**src/rtl/cp0_exc_ctrl_pkg.sv**
```systemverilog
// Shared CP0 constants: register indices, ExcCode values and SR/Cause field positions.
package cp0_exc_ctrl_pkg;

  localparam logic [4:0] CP0_SR    = 5'd12;
  localparam logic [4:0] CP0_CAUSE = 5'd13;
  localparam logic [4:0] CP0_EPC   = 5'd14;
  localparam logic [4:0] CP0_PRID  = 5'd15;

  localparam logic [4:0] EXC_INT     = 5'd0;
  localparam logic [4:0] EXC_ADEL    = 5'd4;
  localparam logic [4:0] EXC_ADES    = 5'd5;
  localparam logic [4:0] EXC_SYSCALL = 5'd8;
  localparam logic [4:0] EXC_RI      = 5'd10;
  localparam logic [4:0] EXC_OV      = 5'd12;

  localparam int unsigned SR_IE_BIT    = 0;
  localparam int unsigned SR_EXL_BIT   = 1;
  localparam int unsigned SR_IM_LO     = 10;
  localparam int unsigned SR_IM_HI     = 15;
  localparam int unsigned CAUSE_EXC_LO = 2;
  localparam int unsigned CAUSE_EXC_HI = 6;
  localparam int unsigned CAUSE_IP_LO  = 10;
  localparam int unsigned CAUSE_IP_HI  = 15;
  localparam int unsigned CAUSE_BD_BIT = 31;

  // A delay-slot victim restarts at its branch so the branch is re-executed.
  function automatic logic [31:0] victim_epc(input logic [31:0] pc, input logic in_bd);
    return in_bd ? (pc - 32'd4) : pc;
  endfunction

endpackage

```
**src/rtl/cp0_exc_ctrl.sv**
```systemverilog
// CP0 exception/interrupt controller beside the M stage: trap arbitration plus SR,
// Cause, EPC and PRId with mfc0/mtc0 access and the eret EPC target.
module cp0_exc_ctrl
  import cp0_exc_ctrl_pkg::*;
#(
  parameter logic [31:0] HANDLER_ADDR = 32'h0000_4180,
  parameter logic [31:0] PRID_VAL     = 32'h2024_0007
) (
  input  logic        clk,
  input  logic        rst,
  input  logic [4:0]  rd_addr,
  output logic [31:0] rdata,
  input  logic [4:0]  wr_addr,
  input  logic [31:0] wdata,
  input  logic        we,
  input  logic [31:0] vpc,
  input  logic        bd,
  input  logic        exc_valid,
  input  logic [4:0]  exc_code,
  input  logic [5:0]  hw_int,
  input  logic        exl_clr,
  output logic        req,
  output logic [31:0] handler_pc,
  output logic [31:0] epc_out
);

  logic [5:0]  sr_im_q, sr_im_d;
  logic        sr_exl_q, sr_exl_d;
  logic        sr_ie_q, sr_ie_d;
  logic        cause_bd_q, cause_bd_d;
  logic [5:0]  cause_ip_q, cause_ip_d;
  logic [4:0]  cause_exc_q, cause_exc_d;
  logic [31:0] epc_q, epc_d;

  logic int_req;
  logic exc_req;

  assign int_req = (|(hw_int & sr_im_q)) & sr_ie_q & ~sr_exl_q;
  assign exc_req = exc_valid & ~sr_exl_q;
  assign req     = int_req | exc_req;

  assign handler_pc = HANDLER_ADDR;
  // Lets an eret directly behind an mtc0 EPC see the new target.
  assign epc_out    = (we && (wr_addr == CP0_EPC)) ? wdata : epc_q;

  always_comb begin
    sr_im_d     = sr_im_q;
    sr_exl_d    = sr_exl_q;
    sr_ie_d     = sr_ie_q;
    cause_bd_d  = cause_bd_q;
    cause_ip_d  = hw_int;
    cause_exc_d = cause_exc_q;
    epc_d       = epc_q;
    if (req) begin
      // Trap entry wins over both the flushed mtc0 and any eret.
      sr_exl_d    = 1'b1;
      cause_exc_d = int_req ? EXC_INT : exc_code;
      cause_bd_d  = bd;
      epc_d       = victim_epc(vpc, bd);
    end else begin
      if (we) begin
        if (wr_addr == CP0_SR) begin
          sr_im_d  = wdata[SR_IM_HI:SR_IM_LO];
          sr_exl_d = wdata[SR_EXL_BIT];
          sr_ie_d  = wdata[SR_IE_BIT];
        end else if (wr_addr == CP0_EPC) begin
          epc_d = wdata;
        end
      end
      if (exl_clr) begin
        sr_exl_d = 1'b0;
      end
    end
  end

  always_ff @(posedge clk) begin
    if (rst) begin
      sr_im_q     <= '0;
      sr_exl_q    <= 1'b0;
      sr_ie_q     <= 1'b0;
      cause_bd_q  <= 1'b0;
      cause_ip_q  <= '0;
      cause_exc_q <= '0;
      epc_q       <= '0;
    end else begin
      sr_im_q     <= sr_im_d;
      sr_exl_q    <= sr_exl_d;
      sr_ie_q     <= sr_ie_d;
      cause_bd_q  <= cause_bd_d;
      cause_ip_q  <= cause_ip_d;
      cause_exc_q <= cause_exc_d;
      epc_q       <= epc_d;
    end
  end

  always_comb begin
    rdata = '0;
    case (rd_addr)
      CP0_SR:    rdata = {16'b0, sr_im_q, 8'b0, sr_exl_q, sr_ie_q};
      CP0_CAUSE: rdata = {cause_bd_q, 15'b0, cause_ip_q, 3'b0, cause_exc_q, 2'b0};
      CP0_EPC:   rdata = epc_q;
      CP0_PRID:  rdata = PRID_VAL;
      default:   rdata = '0;
    endcase
  end

endmodule

```
**config.mk**
```make
export PLATFORM = sky130hd
export DESIGN_NAME = cp0_exc_ctrl
export DESIGN_NICKNAME = d
export VERILOG_FILES = /design/src/rtl/cp0_exc_ctrl_pkg.sv /design/src/rtl/cp0_exc_ctrl.sv
export SDC_FILE = /design/constraint.sdc
export NUM_CORES = 1
export LEC_CHECK = 0
export BUFFER_PORTS_ARGS = -buffer_cell sky130_fd_sc_hd__buf_2
export CAP_MARGIN = 10
export CORE_ASPECT_RATIO = 0.9
export CORE_MARGIN = 1
export CORE_UTILIZATION = 47
export DETAILED_ROUTE_END_ITERATION = 10
export HOLD_SLACK_MARGIN = 0.03
export PLACE_DENSITY = 0.82
export SLEW_MARGIN = 10
export SYNTH_ARGS = -nofsm -noshare
export SYNTH_HDL_FRONTEND = slang
export SYNTH_SLANG_ARGS = --single-unit
```
**constraint.sdc**
```tcl
create_clock -name clk -period 2.4 [get_ports clk]
set_input_delay 0.48 -clock clk [delete_from_list [all_inputs] [get_ports clk]]
set_output_delay 0.48 -clock clk [all_outputs]
set_load 0.005 [all_outputs]
```
# Word-level counts from Yosys, hierarchy flattened
# Cells that the tools add are included.
# totals
register_bits,52
in_bits,91
out_inout_bits,97
# classes
n_addsub,1
eq_ne,7
muxes,12
bitwise_logic,7
reduce_logical,9
# ops
operator,n
$mux W32,6
$pmux W32 S4,1
$sub A32 B3 Y32 const B,1
$eq A5 B4 Y1 const B,6
$and A6 B6 Y6,1
$reduce_and A3 Y1,2
$reduce_bool A3 Y1,2
$reduce_or A6 Y1,1
$mux W5,1
$mux W1,4
$reduce_bool A2 Y1,2
$and A1 B1 Y1,3
$ne A2 B2 Y1 const B,1
$not A1 Y1,2
$reduce_and A2 Y1,1
$logic_and A1 B1 Y1,1
$or A1 B1 Y1,1

# Longest topological paths before layout
# Gate-level depths: netlist of run 1.
# logic_depth
ltp_word,7
ltp_mapped,7
depth_no_buf,6

# Worst setup path before layout of run 1
# Ideal clock, no wire load.
# synth_timing
kind,in2out
startpoint,input wr_addr[0]
endpoint,output epc_out[9]
arrival_ns,1.816
t_required_ns,1.920
setup_slack_ns,0.104
cell_stages,6
path_cell_list,buf_2 -> and4bb_1 -> nand3_1 -> buf_1 -> clkbuf_1 -> a21o_1
# synth_between
elab_chain_cells,3
# synth_rtl
element,line_no,source
start: declaration,cp0_exc_ctrl.sv:13,"input logic [4:0] wr_addr,"
$eq A5 B4 Y1,cp0_exc_ctrl.sv:44,assign epc_out = (we && (wr_addr == CP0_EPC)) ? wdata : epc_q;
$logic_and A1 B1 Y1,cp0_exc_ctrl.sv:44,
$mux W32,cp0_exc_ctrl.sv:44,
end: declaration,cp0_exc_ctrl.sv:24,output logic [31:0] epc_out
# Every way passes these cells.

# Worst setup path after layout of run 1
# layout_timing
startpoint,input wr_addr[4]
endpoint,output epc_out[10]
# Same word-level chain as after synthesis.

==> metrics.json, run 1 <==
{
  "outcome": "complete, no violations",
  "ys_seq_area_share_pct": 27.48,
  "finClkSkew_ps": 8.884,
  "leading_cell_types_by_count_after_synthesis": "sky130_fd_sc_hd__dfxtp_1 (52), sky130_fd_sc_hd__nor2_1 (35), sky130_fd_sc_hd__buf_4 (33)",
  "finalHoldViolCount": 0,
  "design_power_total_mw": 2.099,
  "hold_path.class": "in -> reg",
  "rows": 30,
  "path_delay_family": "simple AND/OR/NAND/NOR gates",
  "track_usage_pct": 28.34,
  "dp_hpwl_um": 9293,
  "cts_root_buf": "sky130_fd_sc_hd__clkbuf_8",
  "vdd_ir_drop_max_v": 0.0002823,
  "leakage_power_figure_nw": 2.292,
  "htree_num_levels": 2,
  "detailedRoute.firstPassIterationCount": 5,
  "comb_power_share_pct": 23.7,
  "synthesis_stage_register_bit_count": 52,
  "gp_congestion": 0.9223,
  "cts_resized": 0,
  "finalWirelength_um": 12230,
  "port-buffer-count": 155,
  "synth_edf_count": 0,
  "critPathLaunchType": "input pin",
  "maxSlewHeadroom_pct": 59.74,
  "cp_common_cell": "sky130_fd_sc_hd__buf_2",
  "proportion_of_layout_cells_with_a_drive_suffix_above_1_pct": 35.29,
  "layout.cell_area.non_filler_mm2": 0.004755,
  "route.detailed.vias_per_inst": 5.904,
  "synthesis.area_mm2": 0.003789,
  "total_net_switching_power_uw": 611.0,
  "worst_setup_path_type": "in -> out",
  "core-area_mm2": 0.007657,
  "synth_top_flop_cell": "sky130_fd_sc_hd__dfxtp_1",
  "antennaDiodeCount": 0,
  "worst_ep_required_time_ps": 1920,
  "antenna_left": 0,
  "synthSimpleGateAreaFrac_pct": 24.44,
  "share_clk_of_total_power_pct": 31.0,
  "crit_path_cells": "buf_2 -> and4bb_1 -> nand3_2 -> buf_12 -> mux2_2 -> buf_2",
  "number_of_hold_buffers_added_after_cts": 0,
  "postLayoutSetupSlackWorst_ps": 160.7,
  "powerDensity_mw_per_mm2": 441.5,
  "antenna_found_initial": 0,
  "crit_slowest_cell": "sky130_fd_sc_hd__and4bb_1",
  "cts_tree": "yes",
  "synth_top_area_cell": "sky130_fd_sc_hd__dfxtp_1",
  "reg2reg_setup_slack_ps": 520,
  "fp.dieH_um": 87.18,
  "filler_cell_count": 698,
  "critPathBufInv": 3,
  "synthCells": 461,
  "first_pass_grt_wire_length_um": 19200,
  "slew_violations": 0,
  "fmaxAchievable_mhz": 446.6,
  "finalSetupTns_ps": 0,
  "die_footprint_mm2": 0.008425,
  "synth_xor_xnor_area_share_pct": 1.387,
  "clkSlewWorstSetupHoldPaths_ps": 100,
  "dieWidth_um": 96.64,
  "final_nets": 703,
  "cts_setup_buffers": 0,
  "finalHoldWorstSlack_ps": 402.0,
  "netlist-cell-type-count": 57,
  "power.switching_fraction_pct": 29.11,
  "worst_skew_pair.late_latency_ps": 310,
  "grt_pass1_vias": 3769,
  "internal_power_mw": 1.488,
  "drt_drc_violations_left": 0,
  "drt-wirelength-per-cell_um": 17.28,
  "synth-warning-count": 0,
  "synth-compound-area-share_pct": 27.11,
  "yosys.area_share.adder_pct": 0.3303,
  "initialDrtViolationCount": 238,
  "min_period_over_period_pct": 93.30,
  "cp.arrival_ps": 1760,
  "yosys.area.top_type_share_pct": 27.48,
  "slew_of_the_pin_with_the_lowest_slew_margin_ps": 602.6,
  "grt_setup_unrepaired": "false",
  "average_footprint_of_a_synthesized_cell_um2": 8.218,
  "cp_max_fo": 37,
  "yosysMostFrequentCell": "sky130_fd_sc_hd__dfxtp_1",
  "synthToLayoutAreaGrowth_pct": 25.50,
  "worst_path_largest_cell_delay_ps": 310,
  "largest_net_degree_at_the_start_of_global_routing": 38,
  "clock_path_buffers": 2,
  "finalCriticalPeriod_ps": 2239,
  "async_flop_share_pct": 0,
  "cts_buffers": 5,
  "timing.max_cap.violations": 0,
  "mux_cell_area_share_after_synthesis_pct": 8.190,
  "pin_count": 188,
  "placed_cell_area_mm2": 0.004633,
  "ys_top_cells_by_area": "sky130_fd_sc_hd__dfxtp_1 (27%), sky130_fd_sc_hd__buf_4 (6.5%), sky130_fd_sc_hd__mux2_2 (4.8%)",
  "p_seq_share_pct": 45.3,
  "timing.final.setup_violations": 0,
  "start_util_pct": 49.48,
  "clock_sink_count": 52,
  "synth_top_family_by_area": "compound AO/OA/AOI/OAI gates",
  "overflow": 0,
  "endpoint_kind": "output port",
  "dr_total_vias": 4180,
  "pre_cts_slack_ps": 79.30
}
==> cell families (layout without fill, tap and decap cells) <==
group | Yosys count | count (layout)
xor+xnor | 6 | 6
fa+ha+maj | 1 | 1
compound gates | 134 | 134
mux | 29 | 29
simple gates | 161 | 161
other cells | 2 | 32
flops | 52 | 52
buf+inv | 76 | 197
==> registers in the layout, indices dropped and copies added (netlist names) <==
register     cells
cause_bd_q       1
cause_exc_q      5
cause_ip_q       6
epc_q           32
sr_exl_q         1
sr_ie_q          1
sr_im_q          6
==> placed cells by master, fill, tap and decap left out, types with 7 or more instances in the layout <==
| cell type | count |
|---|---|
| sky130_fd_sc_hd__nor2_1 | 35 |
| sky130_fd_sc_hd__a311oi_1 | 8 |
| sky130_fd_sc_hd__a21oi_1 | 18 |
| sky130_fd_sc_hd__nor2b_1 | 11 |
| sky130_fd_sc_hd__mux2_2 | 16 |
| sky130_fd_sc_hd__nor4b_1 | 12 |
| sky130_fd_sc_hd__nand4_1 | 7 |
| sky130_fd_sc_hd__o21ai_0 | 16 |
| sky130_fd_sc_hd__and2_1 | 15 |
| sky130_fd_sc_hd__buf_2 | 155 |
| sky130_fd_sc_hd__or3_1 | 11 |
| sky130_fd_sc_hd__o211a_1 | 10 |
| sky130_fd_sc_hd__or4_1 | 8 |
| sky130_fd_sc_hd__a211oi_1 | 15 |
| sky130_fd_sc_hd__nand3_1 | 12 |
| sky130_fd_sc_hd__mux2i_1 | 13 |
| sky130_fd_sc_hd__o31ai_1 | 13 |
| sky130_fd_sc_hd__conb_1 | 32 |
| sky130_fd_sc_hd__inv_1 | 8 |
| sky130_fd_sc_hd__a21o_1 | 11 |
| sky130_fd_sc_hd__nand2_1 | 21 |
| sky130_fd_sc_hd__buf_4 | 22 |
| sky130_fd_sc_hd__dfxtp_1 | 52 |
==> per-layer routing <==
layer | up-vias | part of all wire (%) | track usage, % | routed length, um
li1 | 1982 | - | - | -
met1 | 1980 | 44 | 38.23 | 5431
met2 | 196 | 47 | 46.67 | 5714
met3 | 22 | 7.2 | 5.377 | 880
met4 | 0 | 1.7 | 7.463 | 204
met5 | - | 0 | 0 | 0
==> per-stage QoR <==
stage          std cells  utilization, %
6_report             708           62.09
3_5_place_dp         700           60.51
2_1_floorplan        491               -
5_1_grt              708           62.09
4_1_cts              708           62.09
3_3_place_gp         700           60.51
==> final cells by class <==
class                      instances  area, um2  share of cell area (%)
multi-input combinational        363       2454                   51.61
sequential                        52       1041                   21.89
timing repair buffer             179      980.9                   20.63
tap                               96      120.1                   2.526
clock buffer                       6      82.58                   1.737
clock inverter                     2      38.79                  0.8158
inverter                          10      37.54                  0.7895
==> final timing paths <==
kind / startpoint / endpoint / cells past startpoint
worst max-delay path: wr_addr[4] / epc_out[10] / 6
worst min-delay path: hw_int[4] / cause_ip_q[4] / 2
worst max register to register: sr_im_q[1] / epc_q[5] / 6
worst min register to register: cause_bd_q / cause_bd_q / 2
==> power by group through the flow <==
stage / combinational (mW) / sequential, mW / clock, mW
after floorplan: 0.309 / 0.957 / 0
after global placement: 0.479 / 0.968 / 0
after detailed placement: 0.489 / 0.970 / 0
after CTS: 0.492 / 0.950 / 0.665
after global routing: 0.546 / 0.956 / 0.705
final: 0.498 / 0.951 / 0.651
(Power assumes the default switching activity.)
==> run 2, diff against run 1 <==
CORE_ASPECT_RATIO = 0.6   (was 0.9)
==> metrics.json, run 2 (synthesized netlist as in run 1, its figures left out) <==
{
  "largest_net_degree_at_the_start_of_global_routing": {"value": 41, "change": "+7.9%"},
  "cp_max_fo": {"value": 40, "change": "+8.1%"},
  "slew_of_the_pin_with_the_lowest_slew_margin": {"value": 671.2, "unit": "ps", "change": "+68.59 ps"},
  "outcome": "complete, no violations",
  "finalWirelength": {"value": 12800, "unit": "um", "change": "+4.7%"},
  "total_net_switching_power": {"value": 634.7, "unit": "uW", "change": "+3.9%"},
  "start_util": {"value": 50.27, "unit": "%", "change": "+0.79 points"},
  "final_cell_mix": "sky130_fd_sc_hd__buf_2 (155), sky130_fd_sc_hd__dfxtp_1 (52), sky130_fd_sc_hd__nor2_1 (35)",
  "first_pass_grt_wire_length": {"value": 20430, "unit": "um", "change": "+6.4%"},
  "grtUsageMet2": {"value": 48.24, "unit": "%", "change": "+1.6 points"},
  "fp.dieH": {"value": 71.55, "unit": "um", "change": "-18%"},
  "layout.cells.most_common": "sky130_fd_sc_hd__buf_2",
  "drt_drc_violations_left": {"value": 0, "change": "unchanged"},
  "postLayoutSetupSlackWorst": {"value": 203.0, "unit": "ps", "change": "+42.29 ps"},
  "vdd_ir_drop_max": {"value": 0.0003001, "unit": "V", "change": "+6.3%"},
  "fmaxAchievable": {"value": 455.2, "unit": "MHz", "change": "+1.9%"},
  "detailedRoute.firstPassIterationCount": {"value": 5, "change": "unchanged"},
  "hold_path.class": "in -> reg",
  "maxSlewHeadroom": {"value": 55.16, "unit": "%", "change": "-4.6 points"},
  "worst_reg_to_reg_path_cell_count": {"value": 6, "change": "unchanged"},
  "dp_hpwl": {"value": 9861, "unit": "um", "change": "+6.1%"},
  "gp_congestion": {"value": 0.9107, "change": "-1.3%"},
  "endpoint_kind": "output port",
  "route.detailed.vias_per_inst": {"value": 5.916, "change": "+0.21%"},
  "min_from": "hw_int[2]",
  "htree_num_levels": {"value": 2, "change": "unchanged"},
  "finalCriticalPeriod": {"value": 2197, "unit": "ps", "change": "-42.29 ps"},
  "crit_path_start": "wr_addr[2]",
  "rows": {"value": 24, "change": "-20%"},
  "pin_count": {"value": 188, "change": "unchanged"},
  "largest_reg_flops": {"value": 32, "change": "unchanged"},
  "clock_sink_count": {"value": 52, "change": "unchanged"},
  "die_footprint": {"value": 0.008436, "unit": "mm2", "change": "+0.13%"},
  "drt-wirelength-per-cell": {"value": 17.88, "unit": "um", "change": "+3.5%"},
  "grt_most_used_layer": "met2",
  "proportion_of_layout_cells_with_a_drive_suffix_above_1": {"value": 35.02, "unit": "%", "change": "-0.27 points"},
  "overflow": {"value": 0, "change": "unchanged"},
  "powerDensity": {"value": 453.2, "unit": "mW/mm2", "change": "+2.7%"},
  "final_nets": {"value": 703, "change": "unchanged"},
  "clock_path_buffers": {"value": 2, "change": "unchanged"},
  "clkSlewWorstSetupHoldPaths": {"value": 70, "unit": "ps", "change": "-30 ps"},
  "cts_resized": {"value": 0, "change": "unchanged"},
  "finalSetupTns": {"value": 0, "unit": "ps", "change": "unchanged"},
  "initialDrtViolationCount": {"value": 345, "change": "+45%"},
  "cts_tree": "yes",
  "min_period_over_period": {"value": 91.54, "unit": "%", "change": "-1.8 points"},
  "timing.rr.start": "sr_exl_q",
  "leakage_power_figure": {"value": 2.294, "unit": "nW", "change": "about the same"},
  "largestRegisters": "epc_q (32), cause_ip_q (6), sr_im_q (6)",
  "regMostFlops": "epc_q",
  "dieWidth": {"value": 117.9, "unit": "um", "change": "+22%"},
  "grt_pass1_vias": {"value": 4098, "change": "+8.7%"},
  "antenna_left": {"value": 0, "change": "unchanged"},
  "power.switching_fraction": {"value": 29.38, "unit": "%", "change": "+0.27 points"},
  "cts_setup_buffers": {"value": 0, "change": "unchanged"},
  "core-area": {"value": 0.007537, "unit": "mm2", "change": "-1.6%"},
  "filler_cell_count": {"value": 715, "change": "+2.4%"},
  "worst_ep_required_time": {"value": 1920, "unit": "ps", "change": "about the same"},
  "worst_skew_pair.late_latency": {"value": 300, "unit": "ps", "change": "about the same"},
  "timing.final.setup_violations": {"value": 0, "change": "unchanged"},
  "cts_root_buf": "sky130_fd_sc_hd__clkbuf_16",
  "finClkSkew": {"value": 8.062, "unit": "ps", "change": "-0.8228 ps"},
  "grt.met1_usage": {"value": 41.50, "unit": "%", "change": "+3.3 points"},
  "track_usage": {"value": 30.42, "unit": "%", "change": "+2.1 points"},
  "internal_power": {"value": 1.526, "unit": "mW", "change": "+2.5%"},
  "critPathLaunchType": "input pin",
  "finalHoldViolCount": {"value": 0, "change": "unchanged"},
  "comb_power_share": {"value": 23.0, "unit": "%", "change": "-0.7 points"},
  "grt_util_met3": {"value": 7.643, "unit": "%", "change": "+2.3 points"},
  "number_of_hold_buffers_added_after_cts": {"value": 0, "change": "unchanged"},
  "worst_setup_path_type": "in -> out",
  "p_seq_share": {"value": 44.1, "unit": "%", "change": "-1.2 points"},
  "port-buffer-count": {"value": 155, "change": "unchanged"},
  "grt_setup_unrepaired": "false",
  "antenna_found_initial": {"value": 1, "change": "+1"},
  "cp.arrival": {"value": 1720, "unit": "ps", "change": "-40 ps"},
  "timing.max_cap.violations": {"value": 0, "change": "unchanged"},
  "share_clk_of_total_power": {"value": 32.9, "unit": "%", "change": "+1.9 points"},
  "pre_cts_slack": {"value": 61.44, "unit": "ps", "change": "-17.86 ps"},
  "cts_buffers": {"value": 5, "change": "unchanged"},
  "whs_path_depth": {"value": 2, "change": "unchanged"},
  "dr_total_vias": {"value": 4236, "change": "+1.3%"},
  "synthToLayoutAreaGrowth_pct": 25.83,
  "slew_violations": {"value": 0, "change": "unchanged"}
}
-- run 2: metal layers --
metal  vias up  routed length, um
met3        12               1223
met2       214               5684
met4         0                118
met1      2022               5775
li1       1988                  -
met5         -                  0
-- run 2: cell type report --
cell class | instances | area [um2] | area share [%]
Sequential cell | 52 | 1041 | 21.84
Antenna cell | 1 | 2.502 | 0.05249
Multi-Input combinational cell | 363 | 2454 | 51.47
Timing Repair Buffer | 179 | 968.4 | 20.31
Tap cell | 104 | 130.1 | 2.730
Clock inverter | 1 | 5.005 | 0.1050
Inverter | 10 | 37.54 | 0.7874
Clock buffer | 6 | 128.9 | 2.703
-- run 2: stage by stage --
step | hold WS, ps | instances | util (%) | area (um2) | power [mW]
after floorplan | 436.8 | 491 | - | 3901 | 1.266
after global placement | 460.0 | 708 | 61.44 | 4631 | 1.444
after detailed placement | 471.0 | 708 | 61.44 | 4631 | 1.459
after CTS | 414.6 | 715 | 63.21 | 4765 | 2.157
after global routing | 427.4 | 715 | 63.21 | 4765 | 2.255
final | 418.9 | 716 | 63.25 | 4767 | 2.161
-- run 2: power groups by stage --
stage | Combinational [mW] | Clock [mW] | Sequential, mW
2_1_floorplan | 0.309 | 0 | 0.957
4_1_cts | 0.490 | 0.714 | 0.953
3_3_place_gp | 0.473 | 0 | 0.970
5_1_grt | 0.543 | 0.753 | 0.959
6_report | 0.497 | 0.710 | 0.954
3_5_place_dp | 0.487 | 0 | 0.972
-- run 2: critical path: stages --
cell and delay [ps]:
sky130_fd_sc_hd__buf_2 100, sky130_fd_sc_hd__and4bb_1 220, sky130_fd_sc_hd__nand3_2 110, sky130_fd_sc_hd__buf_12 230
sky130_fd_sc_hd__mux2_2 400, sky130_fd_sc_hd__buf_2 140
-- run 2: final timing paths --
kind,to,slack (ps)
max,epc_out[0],200
min reg2reg,cause_bd_q,480
min,cause_ip_q[2],420
max reg2reg,epc_q[12],450
